--- config.mk ---
export PLATFORM = sky130hd
export DESIGN_NAME = bird_motion
export DESIGN_NICKNAME = d
export VERILOG_FILES = /design/src/rtl/bird_motion_pkg.sv /design/src/rtl/bird_motion_edge_rise.sv /design/src/rtl/bird_motion.sv
export SDC_FILE = /design/constraint.sdc
export NUM_CORES = 1
export LEC_CHECK = 0
export ABC_AREA = 1
export CELL_PAD_IN_SITES_DETAIL_PLACEMENT = 1
export CELL_PAD_IN_SITES_GLOBAL_PLACEMENT = 1
export CORE_ASPECT_RATIO = 1.4
export CORE_MARGIN = 5
export CORE_UTILIZATION = 35
export CTS_BUF_LIST = sky130_fd_sc_hd__clkbuf_4 sky130_fd_sc_hd__clkbuf_8
export CTS_CLUSTER_SIZE = 28
export DETAILED_ROUTE_END_ITERATION = 12
export PLACE_DENSITY = 0.75
export SLEW_MARGIN = 25
export SYNTH_ARGS = -nofsm -noshare
export SYNTH_HDL_FRONTEND = slang
export SYNTH_SLANG_ARGS = --single-unit
--- constraint.sdc ---
create_clock -name clk -period 2 [get_ports clk]
set_input_delay 0.3 -clock clk [delete_from_list [all_inputs] [get_ports clk]]
set_output_delay 0.3 -clock clk [all_outputs]
set_load 0.03 [all_outputs]
--- src/rtl/bird_motion_pkg.sv ---
// Shared game constants and encodings for the bird motion logic.
package bird_motion_pkg;

    // Screen and sprite geometry (px)
    localparam int BIRD_X   = 200;
    localparam int START_Y  = 220;
    localparam int BIRD_H   = 24;
    localparam int GROUND_Y = 400;

    // Physics (px/tick)
    localparam int GRAVITY  = 1;
    localparam int FLAP_V   = 8;
    localparam int MAX_FALL = 10;

    // Sized forms used by the datapath
    localparam logic [9:0]         BIRD_X_C   = 10'(BIRD_X);
    localparam logic [8:0]         START_Y_C  = 9'(START_Y);
    localparam logic [8:0]         GROUND_LIM = 9'(GROUND_Y - BIRD_H);
    localparam logic signed [5:0]  FLAP_VEL   = -6'(FLAP_V);
    localparam logic signed [5:0]  GRAV_VEL   = 6'(GRAVITY);
    localparam logic signed [5:0]  MAX_VEL    = 6'(MAX_FALL);

    typedef enum logic [1:0] {
        MOT_IDLE  = 2'd0,
        MOT_FLY   = 2'd1,
        MOT_DYING = 2'd2,
        MOT_DEAD  = 2'd3
    } motion_t;

    // Gravity step with saturation at the terminal fall speed
    function automatic logic signed [5:0] fall_step(input logic signed [5:0] v);
        if (v >= MAX_VEL - GRAV_VEL)
            return MAX_VEL;
        else
            return v + GRAV_VEL;
    endfunction

endpackage

--- src/rtl/bird_motion_edge_rise.sv ---
// Registered rising-edge detector: one-cycle pulse the cycle after in goes high.
module bird_motion_edge_rise (
    input  logic clk,
    input  logic rst,
    input  logic in,
    output logic pulse
);

    logic prev_reg;
    logic pulse_reg;

    // Remember last level and register the rising-edge compare
    always_ff @(posedge clk or posedge rst) begin
        if (rst) begin
            prev_reg  <= 1'b0;
            pulse_reg <= 1'b0;
        end else begin
            prev_reg  <= in;
            pulse_reg <= in & ~prev_reg;
        end
    end

    assign pulse = pulse_reg;

endmodule

--- src/rtl/bird_motion.sv ---
// Bird vertical physics: gravity/flap integration per frame tick,
// ceiling clamp, ground detection and collision-driven death sequence.
module bird_motion
    import bird_motion_pkg::*;
(
    input  logic        clk,
    input  logic        rst,
    input  logic        tick,
    input  logic        playing,
    input  logic        flap,
    input  logic        collide,
    output logic [9:0]  x,
    output logic [8:0]  y,
    output logic [5:0]  vel,
    output logic [1:0]  motion_st,
    output logic        flapped,
    output logic        game_over
);

    motion_t            state_reg;
    logic [8:0]         y_reg;
    logic signed [5:0]  vel_reg;
    logic               flap_pend_reg;
    logic               coll_pend_reg;
    logic               flapped_reg;
    logic               game_over_reg;

    logic               flap_pulse;
    logic signed [10:0] sum;
    logic               hit_ground;
    logic               hit_ceiling;

    bird_motion_edge_rise u_flap_edge (
        .clk   (clk),
        .rst   (rst),
        .in    (flap),
        .pulse (flap_pulse)
    );

    // Candidate position for this tick; 11 bits so neither clamp can wrap
    always_comb begin
        sum         = $signed({2'b00, y_reg}) + $signed({{5{vel_reg[5]}}, vel_reg});
        hit_ground  = (sum >= $signed({2'b00, GROUND_LIM}));
        hit_ceiling = (sum < 11'sd0);
    end

    // Motion FSM and y/vel datapath
    always_ff @(posedge clk or posedge rst) begin
        if (rst) begin
            state_reg     <= MOT_IDLE;
            y_reg         <= START_Y_C;
            vel_reg       <= '0;
            flap_pend_reg <= 1'b0;
            coll_pend_reg <= 1'b0;
            flapped_reg   <= 1'b0;
            game_over_reg <= 1'b0;
        end else begin
            flapped_reg   <= 1'b0;
            game_over_reg <= 1'b0;
            if (!playing) begin
                // Leaving play always wins over any tick action
                state_reg     <= MOT_IDLE;
                y_reg         <= START_Y_C;
                vel_reg       <= '0;
                flap_pend_reg <= 1'b0;
                coll_pend_reg <= 1'b0;
            end else begin
                case (state_reg)
                    MOT_IDLE: begin
                        state_reg     <= MOT_FLY;
                        y_reg         <= START_Y_C;
                        vel_reg       <= FLAP_VEL;
                        flapped_reg   <= 1'b1;
                        flap_pend_reg <= 1'b0;
                        coll_pend_reg <= 1'b0;
                    end
                    MOT_FLY: begin
                        if (collide)
                            coll_pend_reg <= 1'b1;
                        if (tick) begin
                            flap_pend_reg <= 1'b0;
                            if (coll_pend_reg) begin
                                // Collision wins: pending flap is dropped
                                state_reg     <= MOT_DYING;
                                coll_pend_reg <= 1'b0;
                            end else if (hit_ground) begin
                                state_reg     <= MOT_DEAD;
                                y_reg         <= GROUND_LIM;
                                vel_reg       <= '0;
                                game_over_reg <= 1'b1;
                            end else if (hit_ceiling) begin
                                y_reg   <= '0;
                                vel_reg <= '0;
                            end else begin
                                y_reg <= sum[8:0];
                                if (flap_pend_reg) begin
                                    vel_reg     <= FLAP_VEL;
                                    flapped_reg <= 1'b1;
                                end else begin
                                    vel_reg <= fall_step(vel_reg);
                                end
                            end
                        end
                        // A new edge arriving on a tick cycle survives for the next tick
                        if (flap_pulse)
                            flap_pend_reg <= 1'b1;
                    end
                    MOT_DYING: begin
                        flap_pend_reg <= 1'b0;
                        coll_pend_reg <= 1'b0;
                        if (tick) begin
                            if (hit_ground) begin
                                state_reg     <= MOT_DEAD;
                                y_reg         <= GROUND_LIM;
                                vel_reg       <= '0;
                                game_over_reg <= 1'b1;
                            end else if (hit_ceiling) begin
                                y_reg   <= '0;
                                vel_reg <= '0;
                            end else begin
                                y_reg   <= sum[8:0];
                                vel_reg <= fall_step(vel_reg);
                            end
                        end
                    end
                    default: begin
                        // DEAD: frozen until playing drops
                        flap_pend_reg <= 1'b0;
                        coll_pend_reg <= 1'b0;
                    end
                endcase
            end
        end
    end

    assign x         = BIRD_X_C;
    assign y         = y_reg;
    assign vel       = vel_reg;
    assign motion_st = state_reg;
    assign flapped   = flapped_reg;
    assign game_over = game_over_reg;

endmodule

==> out/metrics.cfg <==
[worst_setup_path]
rrSetupSlack_ns = -0.42
reg2reg_depth = 17
start_kind = register
critical_path.top_delay_family = simple AND/OR/NAND/NOR gates
cp_slowest_stage_delay_ns = 0.44
crit_type = register to register
path_cells = ha_4 -> fa_2 -> nand2_2 -> nand2_4 -> nand3_4 -> nand2_1 -> nand2_1 -> nand2_2 -> nand2_2 -> nor2_4 -> nand2_1 -> nand2_2 -> nand2_2 -> buf_4 -> nand2_1 -> nor2_1 -> o21ai_1
worst-path-buf-inv = 1
r2r_end = y[5]$_DFFE_PP0P_
cp-end-kind = register
critical-path-slowest-cell = dfrtp_2
cp.required_ns = 2.17
crit_top_cell = nand2_2
crit_arrival_ns = 2.59
crit_fanout = 4
cp.depth = 17
r2r_start = vel[0]$_DFFE_PP0P_

[clock_network]
numClockSinks = 23
cts_buffers = 3
clockBufferDepth = 2
clockRootBuffer = clkbuf_8
htreeDepth = 1
cts_tree = yes
path_clk_slew_ns = 0.09
ctsHoldBuffers = 0
clk_latency_ns = 0.28

[die]
rows = 33
die_height_um = 100.4
io_pins = 35
dieArea_um2 = 7492
die_width_um = 74.60
initial_core_util = 0.3537
core_area_um2 = 5781

[yosys]
ys_seq_area_frac = 0.2846
avgSynthCellArea_um2 = 6.681
synth_flop_cell = dfrtp_1
synth_edf_count = 0
async_flop_share = 1.000
synthCells = 306
yosysWarnings = 0
synthesis.area_um2 = 2044
ys_ff_latch = 23
synthDistinctLibCells = 30

[timing]
fin_worst_skew_ns = 0.002763
hold_viol = 0
setup_ws_ns = -0.4242
timing.final.crit_share = 1.212
rsz0062_at_grt = yes
slew_violations = 0
finalCriticalPeriod_ns = 2.424
setup_viol = 19
max_freq_mhz = 412.5

[final_layout]
nets = 447
area_growth_pct = 70.20
drive_gt1_frac = 0.4953
largest_reg_flops = 9
final-instance-count-excl-fill = 492
fin_util = 0.6019
fillCellCount = 731
diodes = 0

[routing]
vias = 2529
via_per_inst = 5.140
totalWireLength_um = 9379
post_drt_wl_per_cell_um = 19.06
initialDrtViolationCount = 98
dr.pass1.iters = 4
drtAntennaViolNets = 0
drc = 0

[placement]
gp_congestion = 0.8605
port_buffers = 24
hpwl_um = 6396
placed_cells = 469

[grt]
grt_max_degree = 24
grtUsageTotal = 0.2306
grt-ovfl-total = 0
antenna_found_initial = 0
grt_pass1_vias = 2750
grt_pass1_wl_um = 13080

[hold_path]
hold_class = input pin to async pin

[run_status]
status = complete, but fails checks
failed_checks = setup timing

[job]
maxCapViolCount = 0

-- worst max-delay path by stage --
stage,from,endpoint,slack (ns)
floorplan,vel[0]$_DFFE_PP0P_,vel[0]$_DFFE_PP0P_,-0.18
global placement,vel[0]$_DFFE_PP0P_,vel[3]$_DFFE_PP0P_,-0.29
detailed placement,vel[4]$_DFFE_PP0P_,vel[3]$_DFFE_PP0P_,-0.47
CTS,vel[0]$_DFFE_PP0P_,motion_st[0]$_DFFE_PP0P_,-0.41
global route,vel[0]$_DFFE_PP0P_,y[5]$_DFFE_PP0P_,-0.56
finish,vel[0]$_DFFE_PP0P_,y[5]$_DFFE_PP0P_,-0.42
-- synth_stat cells (all sizes together), types with 2 or more instances --
| library cell | instances | area [µm²] |
|---|---|---|
| o22ai | 3 | 18.77 |
| dfstp | 5 | 131.4 |
| ha | 17 | 212.7 |
| a21oi | 17 | 88.84 |
| inv | 50 | 187.7 |
| nand4 | 6 | 37.54 |
| conb | 2 | 7.510 |
| nand2 | 101 | 416.7 |
| buf | 10 | 75.07 |
| nor3 | 5 | 25.02 |
| a211oi | 2 | 15.01 |
| o21ai | 6 | 33.78 |
| dfrtp | 18 | 450.4 |
| nor2 | 35 | 163.9 |
| nand3 | 22 | 115.1 |
-- worst reg2reg max path: stages, from the launching register on --
cell and delay [ns]:
dfrtp_2 0.44, ha_4 0.17, fa_2 0.37, nand2_2 0.12, nand2_4 0.10, nand3_4 0.09, nand2_1 0.06, nand2_1 0.08
nand2_2 0.08, nand2_2 0.10, nor2_4 0.04, nand2_1 0.08, nand2_2 0.06, nand2_2 0.08, buf_4 0.11, nand2_1 0.05
nor2_1 0.15, o21ai_1 0.11
-- what timing repair did --
action,CTS,global route
pin swaps,19,36
endpoints found under the hold margin,0,0
resized for setup,25,64
endpoints found under the setup margin,18,19
buffers inserted,11,9
-- area by class of cell --
| cell class | instances | area, µm² | area share |
|---|---|---|---|
| flip-flops and latches | 23 | 590.6 | 0.1697 |
| well taps | 70 | 87.58 | 0.02517 |
| inverters | 50 | 187.7 | 0.05394 |
| clock buffers | 3 | 41.29 | 0.01187 |
| repair buffers | 114 | 937.1 | 0.2693 |
| clock inverters | 1 | 7.507 | 0.002157 |
| multi-input cells | 231 | 1628 | 0.4678 |
-- logic make-up after synthesis --
| group | synth area share |
|---|---|
| fa+ha+maj | 0.1138 |
| xor+xnor | 0.008569 |
| other cells | 0.003673 |
| buf+inv | 0.1285 |
| compound gates | 0.08385 |
| simple gates | 0.3770 |
| flops | 0.2846 |
-- placed cells by master (no fill, tap or decap), types with 5 or more instances in the layout --
cell             count
dfrtp_2              7
nor2_1              20
nor2_4               7
a21oi_1              7
inv_1               43
buf_6                5
ha_4                 9
nand3_1             10
nand2_1             56
nand2_2             36
buf_4               85
nand3_2             10
nor3_1               5
nand2_4              9
dfstp_2              5
clkdlybuf4s50_1     23
nand4_1              6
ha_1                 8
dfrtp_1             11
a21oi_2             10
inv_2                7
nor2_2               8
conb_1              10
-- stage by stage --
stage	hold WS [ns]	setup TNS [ns]	worst slack (ns)	area, µm²
6_report	0.3643	-6.202	-0.4242	3480
5_1_grt	0.3760	-8.203	-0.5570	3480
4_1_cts	0.3766	-5.850	-0.4056	3173
3_5_place_dp	0.3903	-5.720	-0.4689	2963
3_3_place_gp	0.3851	-3.050	-0.2892	2963
2_1_floorplan	0.2978	-1.713	-0.1823	2177
-- routing by layer --
layer | part of all wire | global-route usage | wire [µm]
met4 | 0.066 | 0.1452 | 616
met3 | 0.022 | 0.01804 | 211
met5 | 0 | 0 | 0
met1 | 0.35 | 0.2263 | 3293
met2 | 0.56 | 0.4421 | 5257
Power is not shown: default switching activity piles up to over one toggle a cycle in this logic, so the estimate is an artifact.
